### src/rtl/vx_wb_release_tracker.sv
// Per-slice writeback reassembly and register-release token FIFO.
// Optional perf counters: define VX_WB_RELEASE_PERF_EN.
module vx_wb_release_tracker #(
    parameter int NUM_WIS       = 4,
    parameter int RDW           = 6,
    parameter int SIMD_WIDTH    = 4,
    parameter int MAX_BEATS     = 4,
    parameter int FIFO_DEPTH    = 4,
    parameter int PERF_CTR_BITS = 44,
    localparam int WISW  = (NUM_WIS > 1) ? $clog2(NUM_WIS) : 1,
    localparam int BEATW = $clog2(MAX_BEATS + 1)
) (
    input  logic                     clk,
    input  logic                     reset_n,
    input  logic                     wb_valid,
    input  logic [WISW-1:0]          wb_wis,
    input  logic [RDW-1:0]           wb_rd,
    input  logic [SIMD_WIDTH-1:0]    wb_tmask,
    input  logic                     wb_sop,
    input  logic                     wb_eop,
    output logic                     rel_valid,
    input  logic                     rel_ready,
    output logic [WISW-1:0]          rel_wis,
    output logic [RDW-1:0]           rel_rd,
    output logic [BEATW-1:0]         rel_beats,
    output logic [NUM_WIS-1:0]       busy_warps,
    output logic                     err_proto,
    output logic                     err_overflow,
    input  logic                     err_clear,
    output logic [PERF_CTR_BITS-1:0] perf_releases,
    output logic [PERF_CTR_BITS-1:0] perf_stalls
);

    localparam int PW = $clog2(FIFO_DEPTH);

    typedef enum logic {
        S_IDLE,
        S_ACTIVE
    } wstate_e;

    typedef struct packed {
        logic [WISW-1:0]  wis;
        logic [RDW-1:0]   rd;
        logic [BEATW-1:0] beats;
    } tok_t;

    wstate_e          state_q  [NUM_WIS];
    wstate_e          state_d  [NUM_WIS];
    logic [RDW-1:0]   cur_rd_q [NUM_WIS];
    logic [RDW-1:0]   cur_rd_d [NUM_WIS];
    logic [BEATW-1:0] beats_q  [NUM_WIS];
    logic [BEATW-1:0] beats_d  [NUM_WIS];

    logic             push;
    tok_t             push_tok;
    logic             proto_hit;
    logic             act;
    logic             over;
    logic [BEATW-1:0] nxt_beats;

    logic unused_tmask;
    assign unused_tmask = ^wb_tmask;

    always_comb begin
        state_d   = state_q;
        cur_rd_d  = cur_rd_q;
        beats_d   = beats_q;
        push      = 1'b0;
        push_tok  = '0;
        proto_hit = 1'b0;
        act       = state_q[wb_wis] == S_ACTIVE;
        over      = 1'b0;
        nxt_beats = '0;
        if (wb_valid) begin
            unique case (1'b1)
                (act && !wb_sop): begin
                    over      = beats_q[wb_wis] == BEATW'(MAX_BEATS);
                    nxt_beats = over ? BEATW'(MAX_BEATS)
                                     : beats_q[wb_wis] + 1'b1;
                    if (over || (wb_rd != cur_rd_q[wb_wis]))
                        proto_hit = 1'b1;
                    beats_d[wb_wis] = nxt_beats;
                    if (wb_eop) begin
                        push           = 1'b1;
                        push_tok.wis   = wb_wis;
                        push_tok.rd    = cur_rd_q[wb_wis];
                        push_tok.beats = nxt_beats;
                        state_d[wb_wis] = S_IDLE;
                    end
                end
                (!act || wb_sop): begin
                    // sop on an open instruction abandons it and restarts
                    if (act)
                        proto_hit = 1'b1;
                    state_d[wb_wis] = S_IDLE;
                    if (!wb_sop) begin
                        proto_hit = 1'b1;
                    end else if (wb_eop) begin
                        push           = 1'b1;
                        push_tok.wis   = wb_wis;
                        push_tok.rd    = wb_rd;
                        push_tok.beats = BEATW'(1);
                    end else begin
                        state_d[wb_wis]  = S_ACTIVE;
                        cur_rd_d[wb_wis] = wb_rd;
                        beats_d[wb_wis]  = BEATW'(1);
                    end
                end
            endcase
        end
    end

    always_ff @(posedge clk or negedge reset_n) begin
        if (!reset_n) begin
            for (int i = 0; i < NUM_WIS; i++) begin
                state_q[i]  <= S_IDLE;
                cur_rd_q[i] <= '0;
                beats_q[i]  <= '0;
            end
        end else begin
            state_q  <= state_d;
            cur_rd_q <= cur_rd_d;
            beats_q  <= beats_d;
        end
    end

    always_comb begin
        busy_warps = '0;
        for (int i = 0; i < NUM_WIS; i++)
            busy_warps[i] = state_q[i] == S_ACTIVE;
    end

    tok_t        mem_q [FIFO_DEPTH];
    logic [PW:0] wr_ptr_q;
    logic [PW:0] rd_ptr_q;
    logic        empty;
    logic        full;
    logic        pop;
    logic        do_push;
    logic        ovf_hit;
    tok_t        head;

    assign empty   = wr_ptr_q == rd_ptr_q;
    assign full    = (wr_ptr_q[PW] != rd_ptr_q[PW])
                  && (wr_ptr_q[PW-1:0] == rd_ptr_q[PW-1:0]);
    assign pop     = rel_valid && rel_ready;
    // a pop in the same cycle frees the slot, so full+push+pop is legal
    assign do_push = push && (!full || pop);
    assign ovf_hit = push && full && !pop;

    always_ff @(posedge clk or negedge reset_n) begin
        if (!reset_n) begin
            for (int i = 0; i < FIFO_DEPTH; i++)
                mem_q[i] <= '0;
            wr_ptr_q <= '0;
            rd_ptr_q <= '0;
        end else begin
            if (do_push) begin
                mem_q[wr_ptr_q[PW-1:0]] <= push_tok;
                wr_ptr_q <= wr_ptr_q + 1'b1;
            end
            if (pop)
                rd_ptr_q <= rd_ptr_q + 1'b1;
        end
    end

    assign head      = mem_q[rd_ptr_q[PW-1:0]];
    assign rel_valid = !empty;
    assign rel_wis   = head.wis;
    assign rel_rd    = head.rd;
    assign rel_beats = head.beats;

    always_ff @(posedge clk or negedge reset_n) begin
        if (!reset_n) begin
            err_proto    <= 1'b0;
            err_overflow <= 1'b0;
        end else begin
            err_proto    <= (err_proto && !err_clear) || proto_hit;
            err_overflow <= (err_overflow && !err_clear) || ovf_hit;
        end
    end

`ifdef VX_WB_RELEASE_PERF_EN
    logic [PERF_CTR_BITS-1:0] rel_cnt_q;
    logic [PERF_CTR_BITS-1:0] stall_cnt_q;

    always_ff @(posedge clk or negedge reset_n) begin
        if (!reset_n) begin
            rel_cnt_q   <= '0;
            stall_cnt_q <= '0;
        end else begin
            if (pop)
                rel_cnt_q <= rel_cnt_q + 1'b1;
            if (rel_valid && !rel_ready)
                stall_cnt_q <= stall_cnt_q + 1'b1;
        end
    end

    assign perf_releases = rel_cnt_q;
    assign perf_stalls   = stall_cnt_q;
`else
    assign perf_releases = '0;
    assign perf_stalls   = '0;
`endif

endmodule
### config.mk
export PLATFORM = sky130hd
export DESIGN_NAME = vx_wb_release_tracker
export DESIGN_NICKNAME = d
export VERILOG_FILES = /design/src/rtl/vx_wb_release_tracker.sv
export SDC_FILE = /design/constraint.sdc
export NUM_CORES = 1
export LEC_CHECK = 0
export ABC_AREA = 0
export CAP_MARGIN = 20
export CELL_PAD_IN_SITES_DETAIL_PLACEMENT = 1
export CELL_PAD_IN_SITES_GLOBAL_PLACEMENT = 2
export CORE_MARGIN = 2
export CORE_UTILIZATION = 36
export DETAILED_ROUTE_END_ITERATION = 12
export GPL_TIMING_DRIVEN = 0
export PLACE_DENSITY_LB_ADDON = 0.1
export SLEW_MARGIN = 5
export SYNTH_ARGS = -nofsm -noshare
export SYNTH_HDL_FRONTEND = slang
export SYNTH_SLANG_ARGS = --single-unit
### constraint.sdc
create_clock -name clk -period 5.4 [get_ports clk]
set_input_delay 1.08 -clock clk [delete_from_list [all_inputs] [get_ports clk]]
set_output_delay 1.08 -clock clk [all_outputs]
set_load 0.005 [all_outputs]
==> reports/qor.csv <==
stage,metric,value,unit
status,status,finished clean,
place,Setup Slack @ Placement,1.06,ns
clocking,H-tree depth,3,
route,DR DRC count,0,
timing,Final Setup Violations,0,
clocking,Skew-Pair Late Insertion Delay,0.35,ns
timing,fin. max-slew vios,0,
pwr,Leak Pwr,3.14,nW
pwr,power per cell area,403,mW/mm^2
logic_synthesis,largest family of logic cells by synthesized area,multiplexers,
logic_synthesis,Yosys cell types,44,
timing,Max Clk Rate,0.251,GHz
timing,worst slew pin tran,0.748,ns
finish,final core occ,45.3,%
floorplan,die width,126,um
global_route,Total GRT Usage,15.6,%
timing,fin crit period,3.99,ns
clocking,Post-CTS Hold Buffers,0,
route,via count,3176,
setup_path,CP arrival,4.28,ns
floorplan,die area,0.0158,sq mm
pwr,Final Power,2.64,mW
logic_synthesis,Synth top area share,43.2,%
logic_synthesis,yosys warns,0,
global_route,initial antenna violation count,0,
route,drt total wl,11500,um
setup_path,CP startpoint kind,input pin,
clocking,post-CTS sizing,0,
setup_path,CP max FO,10,
clocking,TritonCTS Sinks,92,
finish,"Area growth, synth to finish",23.0,%
logic_synthesis,Post-Synthesis Cells,407,
clocking,CTS tree,built,
global_route,pin count of the biggest net entering global routing,63,
timing,worst setup margin,1.41,ns
floorplan,row count,44,
logic_synthesis,"Seq/Total Area, Yosys",43.2,%
setup_path,CP Capture Type,flop,
global_route,GR Overflow Total,0,
logic_synthesis,Synth Flop Type,dfrtp_1,
setup_path,worst endpoint required time,5.69,ns
logic_synthesis,ys async rst share,100,%
logic_synthesis,Synth Area in Adders,1.64,%
global_route,first-pass GRT wire length,19200,um
timing,period utilization,73.9,%
place,Final Wtd Congestion,0.720,
setup_path,CP Class,input pin to flop,
timing,RSZ-0062 raised after global routing,no,
floorplan,core area,0.0145,sq mm
floorplan,Die Span Y,126,um
clocking,post-CTS setup buffer count,0,
flow_run,MaxCap Viol Count,0,
logic_synthesis,Post-Syn Area,0.00533,sq mm
timing,Max Clock Skew,0.00718,ns
logic_synthesis,number of flops mapped to enable cells by yosys,0,
logic_synthesis,xor-xnor portion of the synthesized cell area,2.14,%
route,Routed Antenna Nets,0,
place,DP HPWL,8390,um
floorplan,Initial Util,36.8,%
clocking,Clk Tree Root Cell,clkbuf_16,
route,Routed WL per cell,15.9,um
logic_synthesis,mux cell area share after synthesis,29.7,%
route,Iteration-0 DRC Markers,81,
timing,Fin. Hold Viols,0,
logic_synthesis,Yosys reg bits,92,
global_route,vias in the first global route,3479,
logic_synthesis,syn avg cell area,13.1,sq um
finish,share of cells above drive strength 1,41.5,%
clocking,clk slew on worst S/H paths,0.06,ns
place,number of port buffers,31,
floorplan,IO Pins,125,
clocking,Num CTS Buffers,9,
logic_synthesis,Synth area leaders,"dfrtp_1, buf_4, mux2_2",
finish,Layout Nets,563,
logic_synthesis,post-synthesis compound-gate area fraction,2.86,%
logic_synthesis,Synth Area in Simple Gates,5.44,%
pwr,maximum resistive drop on vdd,0.164,mV
route,Vias/cell,4.37,
finish,Diodes inserted,0,
clocking,Bufs on Longest Clock Path,2,
worst_hold_path,min-delay worst type,flop to flop,
timing,Max-slew headroom,49.9,%
route,drt pass-1 iters,4,
logic_synthesis,dominant cell type by area after synthesis,dfrtp_1,
[logic make-up (layout without fill, tap and decap cells)]
logic type | Yosys count | in the layout
simple gates | 51 | 51
xor+xnor | 13 | 13
flops | 92 | 92
fa+ha+maj | 7 | 7
mux | 109 | 109
buf+inv | 114 | 162
other cells | 1 | 88
compound gates | 20 | 20
[per-layer routing]
layer / up-vias / share of wire (%) / track usage [%]
li1: 1501 / - / -
met1: 1601 / 46 / 20.6
met3: 7 / 4.0 / 4.21
met4: 0 / 0.88 / 3.33
met2: 67 / 49 / 25.8
met5: - / 0 / 0
[power breakdown]
| part | internal (mW) | switching, mW | leakage (nW) |
|---|---|---|---|
| clock | 0.431 | 0.272 | 0.158 |
| combinational | 0.580 | 0.324 | 1.82 |
| sequential | 0.899 | 0.136 | 1.16 |
[cells in the mapped netlist (all sizes together), types with 2 or more instances]
cell and instances:
nand3b 2, nor2 5, clkbuf 8, mux2i 5, xor2 6, nand3 8, nor4 2, nor3b 5
nand2 18, o21ai 2, xnor2 7, o21bai 2, ha 7, inv 8, mux2 83, o22ai 3
a21oi 3, mux4 21, nand2b 4, buf 97, a21boi 2, nor2b 2, dfrtp 92
[cell usage in the layout, fill, tap and decap left out, types with 3 or more instances in the layout]
| cell type | instances |
|---|---|
| mux2_2 | 48 |
| a21oi_1 | 3 |
| mux2_4 | 33 |
| inv_1 | 8 |
| clkdlybuf4s50_1 | 30 |
| nor3b_2 | 4 |
| dfrtp_1 | 92 |
| buf_6 | 5 |
| mux4_2 | 21 |
| nand2b_1 | 4 |
| buf_2 | 4 |
| nand3_1 | 8 |
| clkbuf_1 | 8 |
| xnor2_1 | 7 |
| conb_1 | 88 |
| xor2_1 | 6 |
| nor2_1 | 5 |
| mux2i_1 | 5 |
| nand2_1 | 18 |
| clkbuf_16 | 9 |
| o22ai_1 | 3 |
| ha_1 | 7 |
| buf_4 | 89 |
[metrics by stage]
step	std cells	hold WS, ns	TNS [ns]	cell area [sq um]
after floorplan	494	0.453	0	5660
after global placement	709	0.464	-15.58	6200
after detailed placement	710	0.487	0	6220
after CTS	726	0.502	0	6560
after global routing	726	0.519	0	6560
final	726	0.490	0	6560
[path summary, 6_finish.rpt]
| kind | from | to | slack (ns) | depth (start not counted) |
|---|---|---|---|---|
| max in group asynchronous | reset_n | beats_q[5] | 4.08 | 2 |
| min in group asynchronous | reset_n | mem_q[36] | 0.66 | 1 |
| min reg2reg | mem_q[31] | mem_q[31] | 0.49 | 1 |
| max reg2reg | beats_q[0] | mem_q[24] | 3.11 | 7 |
| max | wb_wis[1] | mem_q[24] | 1.41 | 10 |
| min | mem_q[31] | mem_q[31] | 0.49 | 1 |
[worst max-delay path: stages]
cell and delay [ns]:
clkdlybuf4s50_1 0.57, buf_2 0.32, clkbuf_1 0.55, mux4_2 0.42, inv_1 0.07, ha_1 0.18, nand2b_1 0.12, mux2i_1 0.09
nor4_1 0.58, mux2_2 0.28
[area by class of cell]
class | instances | area, sq um
fill | 1564 | 7920
buffer | 105 | 767
multi-input combinational | 288 | 2560
inverter | 9 | 33.8
clock inverter | 5 | 83.8
sequential | 92 | 2300
clock buffer | 11 | 253
timing repair buffer | 32 | 335
tap | 184 | 230
[registers in the layout, indices dropped and copies added, names as in the netlist, named ones only]
name,count
wr_ptr_q,3
mem_q,44
err_proto,1
beats_q,12
cur_rd_q,24
err_overflow,1
rd_ptr_q,3
(Power assumes the default switching activity.)
